<file path="config.mk">
export PLATFORM = sky130hd
export DESIGN_NAME = gate_exerciser
export DESIGN_NICKNAME = d
export VERILOG_FILES = /design/src/rtl/gate_exerciser_pkg.sv /design/src/rtl/gate_vec_seq.sv /design/src/rtl/gate_exerciser.sv
export SDC_FILE = /design/constraint.sdc
export NUM_CORES = 1
export LEC_CHECK = 0
export ABC_AREA = 1
export ABC_CLOCK_PERIOD_IN_PS = 2760
export CELL_PAD_IN_SITES_DETAIL_PLACEMENT = 0
export CELL_PAD_IN_SITES_GLOBAL_PLACEMENT = 1
export CORE_MARGIN = 1
export CORE_UTILIZATION = 43
export DETAILED_ROUTE_END_ITERATION = 16
export PLACE_DENSITY = 0.88
export SLEW_MARGIN = 20
export SYNTH_ARGS = -nofsm -noshare
export SYNTH_HDL_FRONTEND = slang
export SYNTH_HIERARCHICAL = 1
export SYNTH_SLANG_ARGS = --single-unit
</file>
<file path="constraint.sdc">
create_clock -name clk -period 2.76 [get_ports clk]
set_input_delay 0.552 -clock clk [delete_from_list [all_inputs] [get_ports clk]]
set_output_delay 0.552 -clock clk [all_outputs]
set_load 0.005 [all_outputs]
</file>
<file path="src/rtl/gate_exerciser_pkg.sv">
// Shared types and helpers for the gate exerciser.
// Define GATE_EXERCISER_GRAY_EN to sweep vectors in Gray-code order instead of binary.
package gate_exerciser_pkg;

    typedef enum logic [1:0] {
        IDLE   = 2'd0,
        APPLY  = 2'd1,
        SAMPLE = 2'd2,
        FIN    = 2'd3
    } state_e;

    localparam int unsigned MAX_N_IN = 8;

    function automatic int unsigned n_vec(input int unsigned n_in);
        return 32'd1 << n_in;
    endfunction

    // Gray order toggles exactly one gate input per step.
    function automatic logic [MAX_N_IN-1:0] idx_to_vec(input logic [MAX_N_IN-1:0] idx);
`ifdef GATE_EXERCISER_GRAY_EN
        return idx ^ (idx >> 1);
`else
        return idx;
`endif
    endfunction

endpackage

</file>
<file path="src/rtl/gate_vec_seq.sv">
// Sweep index counter; vec is the registered mapped vector, so it is 0 whenever cleared.
module gate_vec_seq
    import gate_exerciser_pkg::*;
#(
    parameter int N_IN = 2
) (
    input  logic            clk,
    input  logic            rst_n,
    input  logic            clear,
    input  logic            advance,
    output logic [N_IN-1:0] vec,
    output logic            last
);

    logic [N_IN-1:0] idx_q, idx_d;
    logic [N_IN-1:0] vec_q, vec_d;

    always_comb begin
        idx_d = idx_q;
        if (clear) begin
            idx_d = '0;
        end else if (advance) begin
            idx_d = idx_q + N_IN'(1);
        end
        vec_d = N_IN'(idx_to_vec(MAX_N_IN'(idx_d)));
    end

    always_ff @(posedge clk or negedge rst_n) begin
        if (!rst_n) begin
            idx_q <= '0;
            vec_q <= '0;
        end else begin
            idx_q <= idx_d;
            vec_q <= vec_d;
        end
    end

    assign vec  = vec_q;
    assign last = (idx_q == '1);

endmodule

</file>
<file path="src/rtl/gate_exerciser.sv">
// Sweeps all input vectors of a combinational block, checks each response against a latched truth table.
// Sweep order is binary, or Gray when GATE_EXERCISER_GRAY_EN is defined.
module gate_exerciser
    import gate_exerciser_pkg::*;
#(
    parameter int N_IN   = 2,
    parameter int SETTLE = 3
) (
    input  logic                   clk,
    input  logic                   rst_n,
    input  logic                   start,
    input  logic [n_vec(N_IN)-1:0] truth_table,
    output logic [N_IN-1:0]        dut_in,
    input  logic                   dut_out,
    output logic                   busy,
    output logic                   done,
    output logic                   pass,
    output logic [N_IN:0]          err_count,
    output logic [N_IN-1:0]        fail_vec
);

    localparam int unsigned N_VEC = n_vec(N_IN);

    state_e           state_q, state_d;
    logic [7:0]       settle_q, settle_d;
    logic [N_VEC-1:0] table_q, table_d;
    logic             busy_q, busy_d;
    logic             done_q, done_d;
    logic             pass_q, pass_d;
    logic [N_IN:0]    err_q, err_d;
    logic [N_IN-1:0]  fail_q, fail_d;
    logic             seq_clear, seq_adv, seq_last, mismatch;

    gate_vec_seq #(.N_IN(N_IN)) u_seq (
        .clk     (clk),
        .rst_n   (rst_n),
        .clear   (seq_clear),
        .advance (seq_adv),
        .vec     (dut_in),
        .last    (seq_last)
    );

    always_comb begin
        state_d   = state_q;
        settle_d  = settle_q;
        table_d   = table_q;
        busy_d    = busy_q;
        done_d    = 1'b0;
        pass_d    = pass_q;
        err_d     = err_q;
        fail_d    = fail_q;
        seq_clear = 1'b0;
        seq_adv   = 1'b0;
        mismatch  = (dut_out != table_q[dut_in]);
        case (state_q)
            IDLE: begin
                if (start) begin
                    table_d   = truth_table;
                    err_d     = '0;
                    fail_d    = '0;
                    pass_d    = 1'b0;
                    busy_d    = 1'b1;
                    settle_d  = 8'(SETTLE);
                    seq_clear = 1'b1;
                    state_d   = APPLY;
                end
            end
            APPLY: begin
                if (settle_q == 8'd0) state_d = SAMPLE;
                else                  settle_d = settle_q - 8'd1;
            end
            SAMPLE: begin
                if (mismatch) begin
                    err_d = err_q + (N_IN+1)'(1);
                    if (err_q == '0) fail_d = dut_in;
                end
                // Clearing the sequencer on the last vector returns dut_in to 0 in FIN.
                if (seq_last) begin
                    seq_clear = 1'b1;
                    busy_d    = 1'b0;
                    done_d    = 1'b1;
                    pass_d    = (err_d == '0);
                    state_d   = FIN;
                end else begin
                    seq_adv  = 1'b1;
                    settle_d = 8'(SETTLE);
                    state_d  = APPLY;
                end
            end
            FIN: state_d = IDLE;
            default: state_d = IDLE;
        endcase
    end

    always_ff @(posedge clk or negedge rst_n) begin
        if (!rst_n) begin
            state_q  <= IDLE;
            settle_q <= '0;
            table_q  <= '0;
            busy_q   <= 1'b0;
            done_q   <= 1'b0;
            pass_q   <= 1'b0;
            err_q    <= '0;
            fail_q   <= '0;
        end else begin
            state_q  <= state_d;
            settle_q <= settle_d;
            table_q  <= table_d;
            busy_q   <= busy_d;
            done_q   <= done_d;
            pass_q   <= pass_d;
            err_q    <= err_d;
            fail_q   <= fail_d;
        end
    end

    assign busy      = busy_q;
    assign done      = done_q;
    assign pass      = pass_q;
    assign err_count = err_q;
    assign fail_vec  = fail_q;

endmodule
</file>
==> impl_metrics.ini, run 1 <==
[setup_path]
crit_path_max_incr_delay_ns = 0.54
path_cells = clkdlybuf4s50_1
crit_family = buffers and inverters
crit_path_top_delay_cell = clkdlybuf4s50_1
startpoint_type = flip-flop
criticalPathCategory = reg -> out
crit_fanout = 7
worst_setup_path_end_kind = output port
timing.critical_path.depth = 1
arrival_ns = 1.35
worst_r2r_path_depth = 5
crit_required_ns = 2.21
path_buf_inv = 1

[synth]
synthTopCellsByArea = dfrtp_1 45%, nand2_1 13%, ha_1 4.7%, nand3_1 4.5%, inv_1 4.5%
synth-seq-area-share_pct = 45.5
netlist_area_mm2 = 0.00132
synth_fp_nets = 170
synth_top_area_share_pct = 45.5
synth_cell_types = 25
avgSynthCellArea_um2 = 8.41
synth_top_area_cell = dfrtp_1
syn_inst = 157
synth_seq_cells = 24
yosys_warnings = 6

[floorplan]
core-area_mm2 = 0.00283
die_h_um = 57.4
die_w_um = 57.4
io_pins = 18
dieArea_mm2 = 0.00330
initial_core_util_pct = 46.7
rows = 19

[flow_run]
drv_cap = 0

[global_routing]
grt-ovfl-total = 0
grt_max_degree = 25
grtUsageTotal_pct = 17.5
grt_antenna_before_repair = 0
grt_pass1_wl_um = 4400
grt_pass1_vias = 1015

[place]
placed_area_mm2 = 0.00152
gp_congestion = 0.765
dp_hpwl_um = 1870
portBuffers = 17
dp_slack_ns = 0.878

[timing]
clock.fmax_mhz = 525
hold_violations = 0
setup_tns_ns = 0
rsz0062_at_grt = false
worst_pin_slew_ns = 0.443
finalWorstSetupSlack_ns = 0.857
drv_slew = 0
layout_min_cycle_time_ns = 1.90
slew_headroom_pct = 70.4
finClkSkew_ns = 0.00272
setup_viol = 0
timing.final.crit_share_pct = 69.0

[power]
p_per_area_mw_per_mm2 = 905
p_switching_mw = 0.603
p_total_mw = 1.41
seq_power_share_pct = 39.6
ir_drop_mv = 0.442
cellInternalPower_mw = 0.803
power_leakage_nw = 0.771
pwr-share-comb_pct = 47.1
clkPwrFrac_pct = 13.3
switching_share_pct = 42.9

[drt]
drt_wl_total_um = 2440
first_pass_iters = 10
vias = 1080
via_per_inst = 5.17
ant_nets = 0
initialDrtViolationCount = 40
wl_per_cell_um = 11.7
route.detailed.drc = 1

[cells_and_area]
area_growth_pct = 17.6
final_cell_area_mm2 = 0.00155
diodes = 0
drive_gt1_share_pct = 12.4
fin_util_pct = 54.9
fin_nets = 192

[clocking]
clock_sinks = 24
clock_latency_ns = 0.32
ctsHoldBuffers = 0
path_clk_slew_ns = 0.13
numCtsBuffers = 3
cts_tree = built
root_buffer = clkbuf_4
post_cts.repair.setup_buffers = 0
cts_resized = 0
cts_max_level = 1
clock_path_buffers = 2

[min_path]
whs_path_depth = 2
min-delay-path-class = reg -> reg

[outcome]
violations = design-rule violations
status = finished with violations
-- metrics by stage --
step	cells	hold WS (ns)
floorplan	157	0.256
global placement	205	0.464
detailed placement	205	0.463
CTS	209	0.501
global route	209	0.530
finish	209	0.495
-- flip-flops by register name, indices dropped and copies added, names as in the netlist --
signal     flops
settle_q       8
table_q        4
err_count      3
fail_vec       2
state_q        2
u_seq/vec      2
busy           1
done           1
pass           1
-- metal layers --
layer | vias to the layer above | wire [um] | global-route usage (%)
li1 | 550 | - | -
met5 | - | 0 | 0
met1 | 505 | 1200 | 23.8
met4 | 0 | 41 | 7.32
met2 | 20 | 1110 | 27.9
met3 | 5 | 86 | 2.72
-- cell families after synthesis --
kind of cell,Yosys count,share of synthesized area [%]
simple gates,86,29.6
compound gates,16,9.29
flops,24,45.5
fa+ha+maj,5,4.74
buf+inv,20,6.92
xor+xnor,6,3.98
-- placed cells by master (no fill, tap or decap) --
| cell | Yosys | final |
|---|---|---|
| o31ai_1 | 4 | 4 |
| o21ai_1 | 2 | 2 |
| nand2_1 | 46 | 46 |
| clkbuf_4 | 0 | 3 |
| nand3_1 | 12 | 12 |
| o21ai_4 | 1 | 1 |
| inv_1 | 16 | 16 |
| nand2_2 | 4 | 4 |
| a21oi_1 | 1 | 1 |
| buf_4 | 0 | 1 |
| clkbuf_8 | 0 | 1 |
| dfrtp_1 | 24 | 24 |
| nand3_2 | 1 | 1 |
| inv_2 | 3 | 3 |
| a31o_2 | 1 | 1 |
| nor2_1 | 16 | 16 |
| o22ai_1 | 2 | 2 |
| xnor2_1 | 2 | 2 |
| o21ai_0 | 2 | 2 |
| ha_1 | 5 | 5 |
| clkdlybuf4s50_1 | 0 | 17 |
| o21ai_2 | 2 | 2 |
| nor2_8 | 1 | 1 |
| nor2_2 | 2 | 2 |
| xor2_1 | 4 | 4 |
| nand4_1 | 3 | 3 |
| nor2_4 | 1 | 1 |
| a22oi_2 | 1 | 1 |
-- worst paths after layout --
check,start,endpoint,slack [ns]
worst max-delay path,u_seq/vec[0],dut_in[0],0.86
worst min-delay path,pass,pass,0.50
worst max register to register,u_seq/vec[0],settle_q[2],1.19
worst min register to register,pass,pass,0.50
max in group asynchronous,rst_n,settle_q[5],1.95
min in group asynchronous,rst_n,settle_q[3],0.58
-- area by class of cell --
class	count	area [um2]
Clock buffer	4	36.3
Fill cell	281	1280
Inverter	19	71.3
Multi-Input combinational cell	113	628
Sequential cell	24	601
Tap cell	31	38.8
Timing Repair Buffer	18	178
-- synth_stat cells (all sizes together) --
library cell and count:
nand2 50, dfrtp 24, nor2 20, inv 19, nand3 13, o21ai 7, ha 5, o31ai 4
xor2 4, nand4 3, o22ai 2, xnor2 2, a21oi 1, a22oi 1, a31o 1, buf 1
-- power groups by stage --
stage | Sequential, mW | Clock [mW] | Combinational (mW)
global placement | 0.560 | 0 | 0.644
floorplan | 0.545 | 0 | 0.540
global route | 0.572 | 0.203 | 0.762
finish | 0.556 | 0.187 | 0.662
CTS | 0.557 | 0.189 | 0.668
detailed placement | 0.565 | 0 | 0.664
(Power assumes the default switching activity.)
==> run 2: changes to the inputs <==
--- a/config.mk
+++ b/config.mk
@@ -6,13 +6,13 @@
 export NUM_CORES = 1
 export LEC_CHECK = 0
 export ABC_AREA = 1
-export ABC_CLOCK_PERIOD_IN_PS = 2760
+export ABC_CLOCK_PERIOD_IN_PS = 1700
 export CELL_PAD_IN_SITES_DETAIL_PLACEMENT = 0
 export CELL_PAD_IN_SITES_GLOBAL_PLACEMENT = 1
 export CORE_MARGIN = 1
-export CORE_UTILIZATION = 43
+export CORE_UTILIZATION = 36
 export DETAILED_ROUTE_END_ITERATION = 16
-export PLACE_DENSITY = 0.88
+export PLACE_DENSITY = 0.79
 export SLEW_MARGIN = 20
 export SYNTH_ARGS = -nofsm -noshare
 export SYNTH_HDL_FRONTEND = slang
==> constraint.sdc (replaced) <==
create_clock -name clk -period 1.7 [get_ports clk]
set_input_delay 0.34 -clock clk [delete_from_list [all_inputs] [get_ports clk]]
set_output_delay 0.34 -clock clk [all_outputs]
set_load 0.005 [all_outputs]
==> run 2 against run 1 <==
The flow now finishes without violations. Sequential share of layout area fell by 2.0 points. Critical path depth did not move. Total power rose by 78%. Die area rose by 19%. Via count rose by 1.5%. Clock power rose by 130%. Cell count rose by 9.6%. Clock-buffer cell count fell by 1. Sequential cell count did not move. Core utilization fell by 6.8 points. Critical path type unchanged. Critical endpoint is now err_count[2]. Largest power group unchanged.
==> impl_metrics.ini, run 2 (same netlist as run 1, synthesis figures left out) <==
[clocking]
root_buffer = clkbuf_4
path_clk_slew_ns = 0.14
clock_path_buffers = 2
ctsHoldBuffers = 0
cts_tree = built
clock_latency_ns = 0.33
cts_max_level = 1
numCtsBuffers = 3
post_cts.repair.setup_buffers = 0
clock_sinks = 24

[setup_path]
timing.rr.end = fail_vec[1]
worst_setup_path_end_kind = output port
crit_fanout = 4
path_buf_inv = 1
path_cells = clkdlybuf4s50_1
arrival_ns = 1.29
startpoint_type = flip-flop
r2r-start = u_seq/vec[0]
cp-startpoint = err_count[2]
reg2reg_slack_ns = 0.22
crit_family = buffers and inverters
criticalPathCategory = reg -> out
worst_r2r_path_depth = 8
crit_path_top_delay_cell = clkdlybuf4s50_1
crit_path_max_incr_delay_ns = 0.53
crit_required_ns = 1.36

[cells_and_area]
diodes = 0
drive_gt1_share_pct = 15.8
area_growth_pct = 24.5
mostFrequentLayoutCell = nand2_1
largest-register = settle_q
multi_input_area_um2 = 628
fin_nets = 197
regArea_um2 = 603
largest_reg_flops = 8
nFillCells = 351
mostFrequentLayoutCells = 46 x nand2_1, 22 x dfrtp_1, 16 x inv_1, 16 x nor2_1, 16 x clkdlybuf4s50_1

[floorplan]
rows = 21
die_h_um = 62.6
core-area_mm2 = 0.00342
io_pins = 18
die_w_um = 62.6
dieArea_mm2 = 0.00391
initial_core_util_pct = 38.6

[timing]
hold_violations = 0
setup_tns_ns = 0
slew_headroom_pct = 79.4
drv_slew = 0
rsz0062_at_grt = false
layout_min_cycle_time_ns = 1.63
timing.final.crit_share_pct = 96.1
clock.fmax_mhz = 612
worst_pin_slew_ns = 0.310
setup_viol = 0
finClkSkew_ns = 0.00696
fin_worst_hold_slack_ns = 0.359

[power]
power_leakage_nw = 0.819
p_per_area_mw_per_mm2 = 1520
ir_drop_mv = 0.571

[drt]
first_pass_iters = 4
ant_nets = 0
drt_wl_total_um = 2640
via_per_inst = 4.79
vias = 1096
route.detailed.drc = 0
initialDrtViolationCount = 40
wl_per_cell_um = 11.5

[global_routing]
grt_max_degree = 25
grtUsageTotal_pct = 15.0
grt-ovfl-total = 0
grt_pass1_wl_um = 4700
grt_antenna_before_repair = 0
grt_pass1_vias = 1102

[flow_run]
drv_cap = 0

[place]
dp_hpwl_um = 2030
portBuffers = 17
gp_congestion = 0.810

[min_path]
min-delay-path-class = in -> async

[outcome]
status = finished, final reports clean
==> run 2: cell count changes in the layout (fill, tap and decap cells not counted), sizes merged <==
cell	before	now
buf	1	6
bufinv	0	1
clkbuf	4	3
clkdlybuf4s50	17	16
dlymetal6s2s	0	1
==> run 2: worst max-delay path by stage <==
stage / endpoint / slack, ns / depth (start not counted)
CTS: dut_in[1] / 0.03 / 1
global route: err_count[2] / 0.008 / 1
floorplan: settle_q[2] / 0.35 / 6
global placement: settle_q[7] / 0.13 / 6
detailed placement: settle_q[7] / 0.09 / 6
finish: err_count[2] / 0.07 / 1
==> run 2: layer usage <==
| metal | up-vias | part of all wire (%) | track usage (%) |
|---|---|---|---|
| met5 | - | 0 | 0 |
| met4 | 0 | 0.46 | 3.78 |
| li1 | 555 | - | - |
| met3 | 2 | 3.3 | 4.01 |
| met1 | 517 | 44 | 16.7 |
| met2 | 22 | 52 | 28.0 |
==> run 2: report_power, final <==
part           switching [mW]  internal [mW]
combinational           0.655          0.511
clock                   0.187          0.239
sequential              0.164          0.745
==> run 2: cell type report <==
cell class              count  area share (%)
clock buffers               3            1.37
flip-flops and latches     24            36.7
inverters                  19            4.34
multi-input cells         113            38.2
clock inverters             1            1.83
repair buffers             23            14.0
well taps                  46            3.50
==> run 2: stage by stage <==
step | total power, mW | std cells | setup WS, ns | util, % | instance area [um2]
after floorplan | 1.76 | 157 | 0.350 | - | 1320
after global placement | 2.07 | 225 | 0.132 | 46.4 | 1590
after detailed placement | 2.10 | 225 | 0.0940 | 46.4 | 1590
after CTS | 2.54 | 229 | 0.0250 | 48.0 | 1640
after global routing | 2.72 | 229 | 0.00823 | 48.1 | 1640
final | 2.50 | 229 | 0.0671 | 48.1 | 1640
==> run 2: what timing repair did <==
action                                  CTS  global route
endpoints found under the setup margin    1             2
gates cloned                              0             0
hold endpoints to repair                  0             0
resized for setup                         1             2
==> run 3: changes to the inputs <==
--- a/config.mk
+++ b/config.mk
@@ -10,11 +10,10 @@
 export CELL_PAD_IN_SITES_DETAIL_PLACEMENT = 0
 export CELL_PAD_IN_SITES_GLOBAL_PLACEMENT = 1
 export CORE_MARGIN = 1
-export CORE_UTILIZATION = 36
+export CORE_UTILIZATION = 35
 export DETAILED_ROUTE_END_ITERATION = 16
-export PLACE_DENSITY = 0.79
+export PLACE_DENSITY = 0.78
 export SLEW_MARGIN = 20
 export SYNTH_ARGS = -nofsm -noshare
 export SYNTH_HDL_FRONTEND = slang
-export SYNTH_HIERARCHICAL = 1
 export SYNTH_SLANG_ARGS = --single-unit
==> run 3 against run 2 <==
Hold slack improved by 0.064 ns. Area after synthesis about the same. Critical path depth stayed put. Die area is 2.7% higher. Register-to-register slack worse by 0.06 ns. Core utilization is 0.58 points lower. Design area grew 0.30%. Sequential share of layout area fell by 0.26 points.
==> impl_metrics.ini, run 3 <==
[setup_path]
crit_family = buffers and inverters
crit_required_ns = 1.36
criticalPathCategory = reg -> out
path_buf_inv = 1
path_cells = clkdlybuf4s50_1
arrival_ns = 1.27
worst_setup_path_end_kind = output port
startpoint_type = flip-flop
crit_fanout = 6
crit_path_max_incr_delay_ns = 0.54
crit_path_top_delay_cell = clkdlybuf4s50_1

[timing]
setup_tns_ns = 0
slew_headroom_pct = 78.8
worst_pin_slew_ns = 0.317
hold_violations = 0
finClkSkew_ns = 0.00443
timing.final.crit_share_pct = 94.6
fin_worst_hold_slack_ns = 0.423
setup_viol = 0
drv_slew = 0
layout_min_cycle_time_ns = 1.61
clock.fmax_mhz = 622
rsz0062_at_grt = false

[cells_and_area]
diodes = 0
drive_gt1_share_pct = 13.8
mostFrequentLayoutCell = nand2_1
mostFrequentLayoutCells = 55 x nand2_1, 24 x dfrtp_1, 17 x clkdlybuf4s50_1, 15 x inv_1, 15 x nand3_1
largest_reg_flops = 8
largest-register = settle_q
fin_nets = 209
fin_util_pct = 47.5
area_growth_pct = 25.0

[drt]
drt_wl_total_um = 2810
wl_per_cell_um = 11.7
initialDrtViolationCount = 63
via_per_inst = 4.73
route.detailed.drc = 0
first_pass_iters = 4
vias = 1139
ant_nets = 0

[synth]
synth_top_area_share_pct = 45.5
synth_flop_cell = dfrtp_1
synth_edf_count = 0
synth_top_area_cell = dfrtp_1
synthTopCellsByArea = dfrtp_1 46%, nand2_1 16%, nand3_1 5.7%, ha_1 4.7%, inv_1 4.3%
synth-seq-area-share_pct = 45.5
synth_fp_nets = 182
netlist_area_mm2 = 0.00132
async_flop_share_pct = 100
yosys-top-cells-count = 55 x nand2_1, 24 x dfrtp_1, 15 x inv_1, 15 x nand3_1, 12 x nor2_1
synth_cell_types = 22
syn_inst = 169
synth_seq_cells = 24
avgSynthCellArea_um2 = 7.80
yosys_warnings = 0
yosysMostFrequentCell = nand2_1

[place]
portBuffers = 17
dp_hpwl_um = 2190
gp_congestion = 0.781

[clocking]
clock_latency_ns = 0.27
post_cts.repair.setup_buffers = 0
cts_tree = built
path_clk_slew_ns = 0.09
ctsHoldBuffers = 0
cts_resized = 0
cts_max_level = 1
clock_path_buffers = 2
numCtsBuffers = 3
clock_sinks = 24
root_buffer = clkbuf_8

[outcome]
status = finished, final reports clean

[global_routing]
grt_pass1_wl_um = 5210
grt_pass1_vias = 1109
grtUsageTotal_pct = 16.7
grt_antenna_before_repair = 0
grt_max_degree = 25
grt-ovfl-total = 0

[floorplan]
io_pins = 18
initial_core_util_pct = 38.0
rows = 21
die_h_um = 63.4
core-area_mm2 = 0.00347
dieArea_mm2 = 0.00402
die_w_um = 63.4

[power]
p_per_area_mw_per_mm2 = 1480
power_leakage_nw = 0.859
ir_drop_mv = 0.641

[flow_run]
drv_cap = 0

[min_path]
min-delay-path-class = in -> async
## run 3: cell types whose count changed after synthesis, sizes merged, moves of 2 or more
cell and change:
o31ai -3, nor2 -3, xnor2 -2, nor3 +3, nand2 +6, o21ai +3, nand3 +2, inv +5
nand4 +2
## run 3: final timing paths
path,from,to,slack (ns),cells past startpoint
setup / recovery,err_count[2],err_count[2],0.09,1
hold / removal,rst_n,err_count[2],0.42,2
setup reg to reg,settle_q[1],settle_q[1],0.16,9
hold reg to reg,table_q[0],table_q[0],0.48,2
max in group asynchronous,rst_n,state_q[1],1.04,2
min in group clk,table_q[0],table_q[0],0.48,2
## run 3: power breakdown
part,switching [mW],leakage (nW),internal (mW)
combinational,0.684,0.520,0.477
clock,0.184,0.0288,0.207
sequential,0.144,0.310,0.744
## run 3: per-layer routing
layer	track usage, %	part of all wire [%]	vias to the layer above
met5	0	0	-
met4	6.82	1.8	0
met3	2.17	2.8	5
met2	24.9	45	21
met1	24.3	50	526
li1	-	-	587
## run 3: layout make-up
class | instances | area (um2)
Clock buffer | 4 | 55.1
Fill cell | 342 | 1820
Inverter | 24 | 90.1
Multi-Input combinational cell | 120 | 617
Sequential cell | 24 | 601
Tap cell | 46 | 57.6
Timing Repair Buffer | 23 | 228
## run 3: stage by stage
stage / cell area (um2) / setup slack (ns) / instances / power [mW]
after floorplan: 1320 / 0.256 / 169 / 1.69
after global placement: 1590 / 0.106 / 237 / 2.04
after detailed placement: 1590 / 0.0689 / 237 / 2.06
after CTS: 1650 / 0.0779 / 241 / 2.46
after global routing: 1650 / 0.00329 / 241 / 2.69
final: 1650 / 0.0914 / 241 / 2.44
## run 3: logic make-up (layout without fill, tap and decap cells)
family | count (synthesis) | count (layout) | share of synthesized area [%]
fa+ha+maj | 5 | 5 | 4.74
simple gates | 97 | 97 | 33.6
flops | 24 | 24 | 45.5
compound gates | 15 | 15 | 6.45
buf+inv | 25 | 51 | 7.68
xor+xnor | 3 | 3 | 1.99
